<file path="src/rtl/grf_sb.sv">
// General register file with per-register pending-write scoreboard, two write ports and NUM_RD bypassed read ports.
// Define GRF_TRACE_EN to log every stored write as "time@pc: $addr <= data".
module grf_sb #(
    parameter int DATA_W = 32,
    parameter int ADDR_W = 5,
    parameter int NUM_RD = 2,
    parameter int PEND_W = 2
) (
    input  logic                     clk,
    input  logic                     reset_n,
    input  logic [NUM_RD*ADDR_W-1:0] iRA_Addr,
    output logic [NUM_RD*DATA_W-1:0] oRD_Data,
    output logic [NUM_RD-1:0]        oRD_Busy,
    input  logic                     iIssue_En,
    input  logic [ADDR_W-1:0]        iIssue_Addr,
    output logic                     oIssue_Full,
    input  logic                     iFlush,
    input  logic                     iW0_WE,
    input  logic [ADDR_W-1:0]        iW0_Addr,
    input  logic [DATA_W-1:0]        iW0_Data,
    input  logic [31:0]              iW0_PC,
    input  logic                     iW1_WE,
    input  logic [ADDR_W-1:0]        iW1_Addr,
    input  logic [DATA_W-1:0]        iW1_Data,
    input  logic [31:0]              iW1_PC,
    output logic                     oUnderflow
);

    localparam int DEPTH = 1 << ADDR_W;
    localparam logic [PEND_W-1:0] CNT_MAX = '1;

    logic [DATA_W-1:0] regs_q [DEPTH];
    logic [DATA_W-1:0] regs_d [DEPTH];
    logic [PEND_W-1:0] cnt_q  [DEPTH];
    logic [PEND_W-1:0] cnt_d  [DEPTH];
    logic [1:0]        dec_c  [DEPTH];
    logic              uflow_q, uflow_d;
    logic              w0_act, w1_act, issue_ok;
    logic [PEND_W:0]   sum_c, dec_w;
    logic [ADDR_W-1:0] rd_addr;

    // Completions per register this cycle; writes to $0 never count
    always_comb begin
        w0_act = iW0_WE && (iW0_Addr != '0);
        w1_act = iW1_WE && (iW1_Addr != '0);
        for (int r = 0; r < DEPTH; r++) begin
            dec_c[r] = {1'b0, w0_act && (iW0_Addr == ADDR_W'(r))}
                     + {1'b0, w1_act && (iW1_Addr == ADDR_W'(r))};
        end
        oIssue_Full = (iIssue_Addr != '0) && (cnt_q[iIssue_Addr] == CNT_MAX)
                      && (dec_c[iIssue_Addr] == 2'd0);
        issue_ok    = iIssue_En && (iIssue_Addr != '0) && !oIssue_Full;
    end

    always_comb begin
        uflow_d = uflow_q;
        sum_c   = '0;
        dec_w   = '0;
        for (int r = 0; r < DEPTH; r++) begin
            regs_d[r] = regs_q[r];
            cnt_d[r]  = cnt_q[r];
            if (r != 0) begin
                // Port 0 wins a same-address collision by being applied last
                if (w1_act && (iW1_Addr == ADDR_W'(r))) regs_d[r] = iW1_Data;
                if (w0_act && (iW0_Addr == ADDR_W'(r))) regs_d[r] = iW0_Data;
                sum_c = {1'b0, cnt_q[r]}
                      + (PEND_W+1)'(issue_ok && (iIssue_Addr == ADDR_W'(r)));
                dec_w = (PEND_W+1)'(dec_c[r]);
                if (sum_c < dec_w) begin
                    cnt_d[r] = '0;
                    if (!iFlush) uflow_d = 1'b1;
                end else begin
                    cnt_d[r] = PEND_W'(sum_c - dec_w);
                end
                if (iFlush) cnt_d[r] = '0;
            end
        end
    end

    // Read ports: bypass in-flight writes; busy excludes same-cycle completions
    always_comb begin
        oRD_Data = '0;
        oRD_Busy = '0;
        rd_addr  = '0;
        for (int k = 0; k < NUM_RD; k++) begin
            rd_addr = iRA_Addr[k*ADDR_W +: ADDR_W];
            if (rd_addr == '0)
                oRD_Data[k*DATA_W +: DATA_W] = '0;
            else if (w0_act && (iW0_Addr == rd_addr))
                oRD_Data[k*DATA_W +: DATA_W] = iW0_Data;
            else if (w1_act && (iW1_Addr == rd_addr))
                oRD_Data[k*DATA_W +: DATA_W] = iW1_Data;
            else
                oRD_Data[k*DATA_W +: DATA_W] = regs_q[rd_addr];
            oRD_Busy[k] = (rd_addr != '0)
                          && ({1'b0, cnt_q[rd_addr]} > (PEND_W+1)'(dec_c[rd_addr]));
        end
    end

    assign oUnderflow = uflow_q;

    always_ff @(posedge clk or negedge reset_n) begin
        if (!reset_n) begin
            for (int r = 0; r < DEPTH; r++) begin
                regs_q[r] <= '0;
                cnt_q[r]  <= '0;
            end
            uflow_q <= 1'b0;
        end else begin
            for (int r = 0; r < DEPTH; r++) begin
                regs_q[r] <= regs_d[r];
                cnt_q[r]  <= cnt_d[r];
            end
            uflow_q <= uflow_d;
        end
    end

`ifdef GRF_TRACE_EN
    always @(posedge clk) begin
        if (reset_n) begin
            if (w0_act)
                $display("%d@%h: $%d <= %h", $time, iW0_PC, iW0_Addr, iW0_Data);
            if (w1_act && !(w0_act && (iW0_Addr == iW1_Addr)))
                $display("%d@%h: $%d <= %h", $time, iW1_PC, iW1_Addr, iW1_Data);
        end
    end
`else
    logic unused_pc;
    assign unused_pc = ^{iW0_PC, iW1_PC};
`endif

endmodule

</file>
<file path="config.mk">
export PLATFORM = sky130hd
export DESIGN_NAME = grf_sb
export DESIGN_NICKNAME = d
export VERILOG_FILES = /design/src/rtl/grf_sb.sv
export SDC_FILE = /design/constraint.sdc
export NUM_CORES = 2
export LEC_CHECK = 0
export CAP_MARGIN = 20
export CELL_PAD_IN_SITES_DETAIL_PLACEMENT = 1
export CELL_PAD_IN_SITES_GLOBAL_PLACEMENT = 2
export CORE_MARGIN = 1
export CORE_UTILIZATION = 43
export CTS_BUF_LIST = sky130_fd_sc_hd__clkbuf_4
export DETAILED_ROUTE_END_ITERATION = 7
export PLACE_DENSITY_LB_ADDON = 0.1
export REMOVE_ABC_BUFFERS = 1
export SYNTH_ARGS = -nofsm -noshare
export SYNTH_HDL_FRONTEND = slang
export SYNTH_SLANG_ARGS = --single-unit
</file>
<file path="constraint.sdc">
create_clock -name clk -period 7.3 [get_ports clk]
set_input_delay 1.46 -clock clk [delete_from_list [all_inputs] [get_ports clk]]
set_output_delay 1.46 -clock clk [all_outputs]
set_load 0.01 [all_outputs]
</file>
==> impl_summary.log <==
[metrics] outcome: completed
[metrics] clock sink count: between 1k and 1.5k
[metrics] origin of the critical flop-to-flop path: cnt_q[23]$_DFF_PN0_
[metrics] Peak VDD IR: 181 uV
[metrics] P_int: approximately 0.013 W
[metrics] 1st-iter DRT viols: approximately 5.6k
[metrics] Worst Reg-to-Reg Cells: 15
[metrics] clk slew on worst S/H paths: approximately 0.06 ns
[metrics] CTS tree: built
[metrics] share of post-route cells with drive strength above 1: between 20 and 25%
[metrics] headroom to the max-slew limit: about a fifth
[metrics] part of the power in the clock network: a little under a third
[metrics] Setup CP Type: input pin to output port
[metrics] data arrival time at the worst-slack endpoint: around 5.7 ns
[metrics] PnR Total Power: 0.0191 W
[metrics] required time reported for the critical path endpoint: 5.84 ns
[metrics] number of primary I/O pins: 227
[metrics] IO Port Bufs: 162
[metrics] Hold WC Path Type: input pin to asynchronous set/reset pin
[metrics] area of the mapped netlist: 73100 sq um
[metrics] total leakage power: around 37 nW
[metrics] share of the synthesized area in the top cell type: between 30% and 40%
[metrics] critical path startpoint: iW0_Addr[0]
[metrics] initial core utilization: between 40% and 50%
[metrics] maximum fanout count along the critical path: 10
[metrics] FILL cells: ~18k
[metrics] Switching Share: between 30 and 40%
[metrics] post-placement cell area: around 78000 sq um
[metrics] max-cap viol count: 0
[metrics] yosys synthesis warning count: 0
[metrics] clock root buffer: sky130_fd_sc_hd__clkbuf_4
[metrics] drt drc: 0
[metrics] cell type with the highest aggregate area in the netlist: sky130_fd_sc_hd__dfrtp_1
[metrics] Least-Margin Pin Slew: ~1.2 ns
[metrics] first-pass GRT wire length: ~470 mm
[metrics] reg-to-reg slack, setup: approximately 2.9 ns
[metrics] min cycle time layout: slightly above 7 ns
[metrics] most frequent cells after synthesis: sky130_fd_sc_hd__mux2i_1 (1247), sky130_fd_sc_hd__nand2_1 (1225), sky130_fd_sc_hd__o21ai_0 (1104), sky130_fd_sc_hd__dfrtp_1 (1055), sky130_fd_sc_hd__clkbuf_1 (531)
[metrics] H-tree levels: 5
[metrics] grt total ovfl: 0
[metrics] post-detailed-routing wire length: around 330 mm
[metrics] final critical-path share of the clock period: a little over nine tenths
[metrics] average wire per standard cell: 33.3 um
[metrics] die area: 172000 sq um
[metrics] count of hold buffers inserted by post-cts repair: 0
[metrics] overall die height: 414 um
[metrics] Async S/R FF share, synth: 100%
[metrics] global-route total usage across every layer: a little under two fifths
[metrics] number of distinct library cells after synthesis: just under 70
[metrics] final standard cell area without fillers: between 80000 and 90000 sq um
[metrics] worst-skew pair later-pin latency: around 1.4 ns
[metrics] vias in the first global route: approximately 66k
[metrics] P_sw: ~0.0066 W
[metrics] post-cts sizing count: 1
[metrics] DPL Wire Length: about 200 mm
[metrics] count of final hold-check violations: 0
[metrics] cell count after synthesis: roughly 7.3k
[metrics] layout net count: 7691
[metrics] clock buffer count from CTS: between 300 and 400
[metrics] combinational cell fraction of total power: 25.3%
[metrics] number of enable flip-flop cells after synthesis: 0
[metrics] maximum buffer depth of the clock tree: 4
[metrics] most area-consuming cells after synthesis: sky130_fd_sc_hd__dfrtp_1 (36%), sky130_fd_sc_hd__mux2i_1 (17%), sky130_fd_sc_hd__mux4_2 (14%), sky130_fd_sc_hd__o21ai_0 (7.6%), sky130_fd_sc_hd__nand2_1 (6.3%)
[metrics] worst setup path end: oRD_Busy[0]
[metrics] first drt pass iteration count: 6
[metrics] Seq cells post-synth: 1055
[metrics] unrepaired setup endpoints after global routing: no
[metrics] Sequential Power Share: 43.2%
[metrics] capturing element type of the critical path: output port
[metrics] Mapped Avg Cell Area: 10.0 sq um
[metrics] most repeated cell in the gate-level netlist after synthesis: sky130_fd_sc_hd__mux2i_1
[metrics] Seq/Total Area, Yosys: 36.1%
[metrics] DR vias: approximately 63k
[metrics] maximum clock skew at final layout: 0.0574 ns
[metrics] Final setup violation count: 0
[metrics] initial antenna violation count: 10
[metrics] final antenna-violating net count: 0
[metrics] R2R Path End: oUnderflow$_DFF_PN0_
[metrics] placer's final routability congestion estimate: between 0.8 and 0.9
[metrics] launching element type of the critical path: input pin
[metrics] power per cell area: roughly 230 nW/um^2
[metrics] total number of placement rows: 150
[metrics] maximum number of pins on one net before global-route repair: 134
[metrics] placeable core area: approximately 170000 sq um
[metrics] Die Span X: a little over 400 um
[metrics] number of pins with negative max-slew slack in the final report: 0
[metrics] per-cell via count in the routed design: 6.42
[metrics] ys flop type: sky130_fd_sc_hd__dfrtp_1
[metrics] buffers inserted during post-CTS setup optimization: 0
[metrics] maximum clock frequency: between 0.1 and 0.15 GHz
[metrics] signed area change from the synthesized netlist to the final layout: 12.1%
per-layer routing:
metal / global-route usage (%) / share of wire, % / routed length (um) / up-vias
li1: - / - / - / 26500
met1: 48.7 / 41 / 134000 / 32700
met2: 59.9 / 46 / 151000 / 2629
met3: 6.44 / 6.7 / 21900 / 912
met4: 20.1 / 5.8 / 18800 / 0
met5: 0 / 0 / 0 / -
area by class of cell:
class                           instances  area, sq um  share of cell area [%]
Tap cell                             2204         2760                    3.36
Multi-Input combinational cell       5229        43100                    52.6
Timing Repair Buffer                  562         5170                    6.30
Sequential cell                      1055        26400                    32.2
Antenna cell                           14         35.0                  0.0427
Clock inverter                         59          277                   0.337
Inverter                              158          593                   0.723
Clock buffer                          483         3630                    4.42
critical path: stages:
cell and delay, ns:
sky130_fd_sc_hd__clkdlybuf4s50_1 0.51, sky130_fd_sc_hd__buf_12 0.17, sky130_fd_sc_hd__nand2_1 0.07, sky130_fd_sc_hd__buf_4 0.17, sky130_fd_sc_hd__nor4_2 0.33, sky130_fd_sc_hd__buf_4 0.19, sky130_fd_sc_hd__ha_1 0.25, sky130_fd_sc_hd__mux4_2 0.49
sky130_fd_sc_hd__mux4_2 0.51, sky130_fd_sc_hd__mux2_2 0.28, sky130_fd_sc_hd__ha_1 0.18, sky130_fd_sc_hd__inv_1 0.06, sky130_fd_sc_hd__a21oi_1 0.07, sky130_fd_sc_hd__a211oi_2 0.25, sky130_fd_sc_hd__buf_4 0.16, sky130_fd_sc_hd__clkdlybuf4s50_1 0.52
how the worst min path moves through the flow:
stage / from / endpoint / slack [ns] / cells after the start
after floorplan: regs_q[458]$_DFFE_PN0P_ / regs_q[458]$_DFFE_PN0P_ / 0.46 / 2
after global placement: oUnderflow$_DFF_PN0_ / oUnderflow$_DFF_PN0_ / 0.47 / 1
after detailed placement: oUnderflow$_DFF_PN0_ / oUnderflow$_DFF_PN0_ / 0.47 / 1
after CTS: reset_n / cnt_q[40]$_DFF_PN0_ / 0.08 / 1
after global routing: reset_n / cnt_q[41]$_DFF_PN0_ / 0.13 / 1
final: reset_n / cnt_q[38]$_DFF_PN0_ / 0.11 / 1
flip-flops by register name (all words and copies together) (netlist names):
register    cells
cnt_q          62
oUnderflow      1
regs_q        992
logic make-up after synthesis:
logic type                 count (synthesis)  share of synthesized area, %
DFF                                     1055                          36.1
and+or+nand+nor                         1583                          8.88
adders and majority gates                191                          3.59
AOI/OAI and AO/OA                       1608                          12.6
buffers and inverters                   1009                          5.82
other                                      1                       0.00513
xor gates and xnor gates                  51                         0.611
muxes                                   1794                          32.4
through the flow:
step / std cells / setup slack [ns] / hold WS (ns) / TNS [ns] / utilization, %
2_1_floorplan: 6442 / -2.89 / 0.459 / -83.84 / -
3_3_place_gp: 9207 / -0.133 / 0.466 / -0.133 / 46.5
3_5_place_dp: 9208 / -0.116 / 0.469 / -0.116 / 46.5
4_1_cts: 9750 / 0.0440 / 0.0815 / 0 / 48.8
5_1_grt: 9758 / 0.0334 / 0.132 / 0 / 48.8
6_report: 9764 / 0.144 / 0.114 / 0 / 48.8
placed cells by master (no fill, tap or decap), types with 63 or more instances in the layout:
| cell type | count |
|---|---|
| sky130_fd_sc_hd__a22oi_1 | 94 |
| sky130_fd_sc_hd__mux4_2 | 446 |
| sky130_fd_sc_hd__clkbuf_4 | 483 |
| sky130_fd_sc_hd__buf_4 | 360 |
| sky130_fd_sc_hd__mux2_2 | 101 |
| sky130_fd_sc_hd__ha_1 | 129 |
| sky130_fd_sc_hd__nor2_1 | 80 |
| sky130_fd_sc_hd__o22ai_1 | 63 |
| sky130_fd_sc_hd__dfrtp_1 | 1055 |
| sky130_fd_sc_hd__nor3_1 | 102 |
| sky130_fd_sc_hd__inv_1 | 158 |
| sky130_fd_sc_hd__clkdlybuf4s50_1 | 149 |
| sky130_fd_sc_hd__o21ai_0 | 1104 |
| sky130_fd_sc_hd__nand2_1 | 1214 |
| sky130_fd_sc_hd__mux2i_1 | 1247 |
power groups by stage:
stage	Combinational (W)	Sequential, W	Clock [W]
after floorplan	0.00292	0.00794	0
after global placement	0.00464	0.00820	0
after detailed placement	0.00481	0.00831	0
after CTS	0.00482	0.00821	0.00614
after global routing	0.00527	0.00840	0.00643
final	0.00484	0.00826	0.00602
(Power assumes the default switching activity.)
